[config.mk]
export PLATFORM = sky130hd
export DESIGN_NAME = exu_dp_arbiter
export DESIGN_NICKNAME = d
export VERILOG_FILES = /design/src/rtl/exu_dp_arbiter.sv
export SDC_FILE = /design/constraint.sdc
export NUM_CORES = 1
export LEC_CHECK = 0
export ABC_AREA = 1
export BUFFER_PORTS_ARGS = -buffer_cell sky130_fd_sc_hd__buf_2
export CAP_MARGIN = 20
export CORE_ASPECT_RATIO = 1.75
export CORE_MARGIN = 2
export CORE_UTILIZATION = 35
export CTS_CLUSTER_DIAMETER = 50
export CTS_CLUSTER_SIZE = 25
export DETAILED_ROUTE_END_ITERATION = 7
export GPL_TIMING_DRIVEN = 0
export PLACE_DENSITY = 0.76
export SLEW_MARGIN = 20
export SYNTH_ARGS = -nofsm -noshare
export SYNTH_HDL_FRONTEND = slang
export SYNTH_SLANG_ARGS = --single-unit
[constraint.sdc]
create_clock -name clk -period 1.2 [get_ports clk]
set_input_delay 0.12 -clock clk [delete_from_list [all_inputs] [get_ports clk]]
set_output_delay 0.12 -clock clk [all_outputs]
set_load 0.02 [all_outputs]
[src/rtl/exu_dp_arbiter.sv]
// exu_dp_arbiter: shares the EXU ALU datapath among ALU/BJP/MEM/CSR
// and registers the result. DP_ARB_RR_EN selects round-robin arbitration.
//
// Ports:
//   clk, rst_n          clock, async active-low reset
//   req_valid_i[3:0]    requests (0=ALU 1=BJP 2=MEM 3=CSR)
//   req_ready_o[3:0]    one-hot accept
//   dp_req_*_o          one-hot datapath selects
//   dp_alu_res_i        datapath ALU result
//   dp_bjp_res_i        datapath BJP result
//   dp_cmp_res_i        datapath branch compare
//   flush_i             pipeline flush
//   rsp_valid_o/ready_i response handshake
//   rsp_id_o            requester index of the response
//   rsp_res_o           registered result
//   rsp_cmp_o           registered compare (BJP only)
module exu_dp_arbiter (
  input  logic        clk,
  input  logic        rst_n,
  input  logic [3:0]  req_valid_i,
  output logic [3:0]  req_ready_o,
  output logic        dp_req_alu_o,
  output logic        dp_req_bjp_o,
  output logic        dp_req_mem_o,
  output logic        dp_req_csr_o,
  input  logic [31:0] dp_alu_res_i,
  input  logic [31:0] dp_bjp_res_i,
  input  logic        dp_cmp_res_i,
  input  logic        flush_i,
  output logic        rsp_valid_o,
  input  logic        rsp_ready_i,
  output logic [1:0]  rsp_id_o,
  output logic [31:0] rsp_res_o,
  output logic        rsp_cmp_o
);

  localparam logic [1:0] ID_ALU = 2'd0;
  localparam logic [1:0] ID_BJP = 2'd1;
  localparam logic [1:0] ID_MEM = 2'd2;
  localparam logic [1:0] ID_CSR = 2'd3;

  logic        can_issue;
  logic [3:0]  gnt;
  logic [1:0]  win;
  logic        accept;
  logic [31:0] nxt_res;
  logic        nxt_cmp;

  assign can_issue = ~flush_i
                   & (~rsp_valid_o | rsp_ready_i);

`ifdef DP_ARB_RR_EN
  logic [1:0] ptr;
  logic [1:0] idx;
  logic       found;

  // First valid requester after the last grant.
  always_comb begin
    gnt   = '0;
    found = 1'b0;
    idx   = '0;
    for (int k = 0; k < 4; k++) begin
      idx = ptr + 2'(k + 1);
      if (!found && req_valid_i[idx]) begin
        gnt[idx] = 1'b1;
        found    = 1'b1;
      end
    end
  end

  always_ff @(posedge clk or negedge rst_n) begin
    if (!rst_n) begin
      ptr <= 2'd3;
    end else if (accept) begin
      ptr <= win;
    end
  end
`else
  // Fixed order: BJP > CSR > MEM > ALU.
  always_comb begin
    gnt    = '0;
    gnt[1] = req_valid_i[1];
    gnt[3] = req_valid_i[3] & ~req_valid_i[1];
    gnt[2] = req_valid_i[2] & ~req_valid_i[1]
           & ~req_valid_i[3];
    gnt[0] = req_valid_i[0] & ~req_valid_i[1]
           & ~req_valid_i[3] & ~req_valid_i[2];
  end
`endif

  always_comb begin
    win = ID_ALU;
    unique case (1'b1)
      gnt[0]:  win = ID_ALU;
      gnt[1]:  win = ID_BJP;
      gnt[2]:  win = ID_MEM;
      gnt[3]:  win = ID_CSR;
      default: win = ID_ALU;
    endcase
  end

  assign req_ready_o  = can_issue ? gnt : 4'b0000;
  assign dp_req_alu_o = req_ready_o[0];
  assign dp_req_bjp_o = req_ready_o[1];
  assign dp_req_mem_o = req_ready_o[2];
  assign dp_req_csr_o = req_ready_o[3];

  assign accept = |(req_valid_i & req_ready_o);

  always_comb begin
    nxt_res = dp_alu_res_i;
    nxt_cmp = 1'b0;
    if (win == ID_BJP) begin
      nxt_res = dp_bjp_res_i;
      nxt_cmp = dp_cmp_res_i;
    end
  end

  // Flush beats load, load beats drain.
  always_ff @(posedge clk or negedge rst_n) begin
    if (!rst_n) begin
      rsp_valid_o <= 1'b0;
      rsp_id_o    <= '0;
      rsp_res_o   <= '0;
      rsp_cmp_o   <= 1'b0;
    end else if (flush_i) begin
      rsp_valid_o <= 1'b0;
    end else if (accept) begin
      rsp_valid_o <= 1'b1;
      rsp_id_o    <= win;
      rsp_res_o   <= nxt_res;
      rsp_cmp_o   <= nxt_cmp;
    end else if (rsp_ready_i) begin
      rsp_valid_o <= 1'b0;
    end
  end

endmodule

==> impl_metrics.ini <==
[outcome]
outcome = finished with violations
violations = setup timing

[floorplan]
core_um2 = 5540
ios = 117
die_w_um = 61.0
initial_core_util_pct = 36.0
fp.dieH_um = 104
die_area_um2 = 6330
rows = 36

[logic_synthesis]
yosysUniqueCellTypes = 19
yosysTopAreaCell = dfrtp_1
synth_seq_cells = 36
synth_area_um2 = 1990
synthesis.nets = 354
seq_area_frac_synth_pct = 45.2
synth_top_area_share_pct = 45.2
syn_avg_cell_area_um2 = 7.09
synth_area_leaders = dfrtp_1, nand2_1, nand3_1
synth_cells = 281
yosysWarnings = 0

[cells_and_area]
final_nets = 488
fin_cells = 492
final_common_cell = nand2_1
area_delta_synth_final_pct = 60.7
insertedDiodeCount = 0
final_layout_size_suffix_gt1_share_pct = 45.9
final_cell_mix = nand2_1, buf_2, dfrtp_1

[pwr]
power.internal_w = 0.00270
swShare_pct = 35.6
p_clk_share_pct = 25.5
p_leak_nw = 1.89
seqPwrFrac_pct = 38.2
power.total_w = 0.00419
p_sw_w = 0.00149
ir_drop_uv = 855
combinationalPowerShare_pct = 36.3
pwr_density_cell_nw_per_um2 = 1310

[clocking]
cts_tree = yes
clk_pin_slew_worst_paths_ns = 0.07
worstSkewPairLatency_ns = 0.29
clockBufferDepth = 2
numCtsBuffers = 5
htree_num_levels = 2
root_buffer = clkbuf_8
cts_sinks = 36

[grt]
grt_first_pass_wirelength_mm = 9.76
grt_pass1_vias = 2122
grt_use_total_pct = 20.1
overflow = 0
grt_max_degree = 37
antenna_found_initial = 0

[run]
maxCapViolations = 0

[detailed_routing]
dr.pass1.iters = 4
drc_errors = 0
first_iter_violations = 73
drt-total-wl_mm = 6.14
via_count = 2244
wl_per_cell_um = 12.5
drt.antenna.violating_nets = 0
vias_per_cell = 4.56

[worst_setup_path]
critPathKind = flop to flop
crit_path_start_kind = flop
ff2ff_path_depth = 8
cp.required_ns = 1.37
worstPathMaxFanout = 8
worstPathArrival_ns = 1.60
end_kind = flop

[place]
place_congestion = 0.794
place_hpwl_mm = 4.41
io_buffers = 116
dp_cells = 473

[sta]
setup_ws_ns = -0.232
finalClockSkew_ns = 0.00417
finalCritPeriodShare_pct = 119
max_slew_margin_pct = 64.9
hold_viol_final = 0
rsz0062_at_grt = true
worst_pin_slew_ns = 0.527
setup-violations-final = 44
drv_slew = 0
clock.fmax_mhz = 698
fin_crit_ns = 1.43

[worst_hold_path]
hold_path.class = input port to flop
min_delay_path_depth = 2
timing repair:
item,in CTS,in global routing
pin swaps,18,6
hold buffers,1,0
setup buffers,4,1
endpoints found under the hold margin,36,0
resized for setup,46,9
gates cloned,4,1
setup endpoints to repair,42,45
metrics by stage:
step	setup TNS [ns]	instance area (um2)	hold slack [ns]	setup WS [ns]	utilization, %
final	-7.80	3200	0.0557	-0.232	57.8
after floorplan	-4.10	2040	-0.176	-0.123	-
after CTS	-7.32	3140	0.0484	-0.231	56.7
after detailed placement	-3.83	2720	0.261	-0.148	49.1
after global routing	-10.26	3200	0.0494	-0.279	57.8
after global placement	-3.48	2720	0.249	-0.122	49.1
metal layers:
| metal | GRT usage [%] | wire, um | up-vias |
|---|---|---|---|
| met5 | 0 | 0 | - |
| met1 | 21.1 | 2230 | 1028 |
| li1 | - | - | 1128 |
| met3 | 2.75 | 208 | 14 |
| met4 | 8.85 | 175 | 0 |
| met2 | 36.9 | 3530 | 74 |
area by class of cell:
| cell class | instances | area, um2 |
|---|---|---|
| fill | 528 | 2340 |
| multi-input combinational | 217 | 1080 |
| sequential | 36 | 902 |
| timing repair buffer | 127 | 798 |
| buffer | 21 | 191 |
| tap | 76 | 95.1 |
| clock buffer | 5 | 68.8 |
| clock inverter | 3 | 42.5 |
| inverter | 7 | 26.3 |
cell families (layout without fill, tap and decap cells):
group	count (synthesis)	count (layout)	share of synthesized area (%)
and+or+nand+nor	214	214	44.5
DFF	36	36	45.2
buffers and inverters	28	163	9.23
AOI/OAI and AO/OA	3	3	1.07
power by group through the flow:
stage | registers [W] | clock network (W) | logic, W
final | 0.00160 | 0.00107 | 0.00152
after detailed placement | 0.00160 | 0 | 0.00134
after floorplan | 0.00190 | 0 | 0.000511
after global routing | 0.00163 | 0.00114 | 0.00166
after global placement | 0.00159 | 0 | 0.00132
after CTS | 0.00160 | 0.00109 | 0.00150
final timing paths:
kind / slack (ns) / from / endpoint
worst max-delay path: -0.23 / rsp_valid_o / rsp_valid_o
worst max register to register: -0.23 / rsp_valid_o / rsp_valid_o
worst min-delay path: 0.06 / flush_i / rsp_valid_o
worst min register to register: 0.50 / rsp_res_o[26] / rsp_res_o[26]
max in group asynchronous: 0.48 / rst_n / rsp_valid_o
min in group asynchronous: 0.37 / rst_n / rsp_id_o[1]
cell usage after synthesis:
| master | number |
|---|---|
| nor2_4 | 1 |
| nor2_2 | 1 |
| buf_2 | 3 |
| inv_1 | 6 |
| nor3_1 | 2 |
| inv_2 | 1 |
| nand3_1 | 35 |
| nor2_8 | 1 |
| dfrtp_1 | 36 |
| nand2_4 | 1 |
| o21ai_2 | 1 |
| nor2_1 | 4 |
| o211ai_1 | 1 |
| nand2_1 | 168 |
| nand2_2 | 1 |
| o21ai_0 | 1 |
| buf_4 | 4 |
| clkbuf_1 | 6 |
| buf_6 | 8 |
state kept, by name (all words and copies together) (netlist names):
register,count
rsp_valid_o,1
rsp_id_o,2
rsp_res_o,32
rsp_cmp_o,1
worst max-delay path, stage by stage, from the launching register on:
cell	delay (ns)
dfrtp_2	0.37
nand2_2	0.07
nand2_4	0.11
nor2_4	0.06
buf_12	0.13
nor2_8	0.16
buf_12	0.18
clkbuf_16	0.15
o211ai_1	0.08
(Power assumes the default switching activity.)
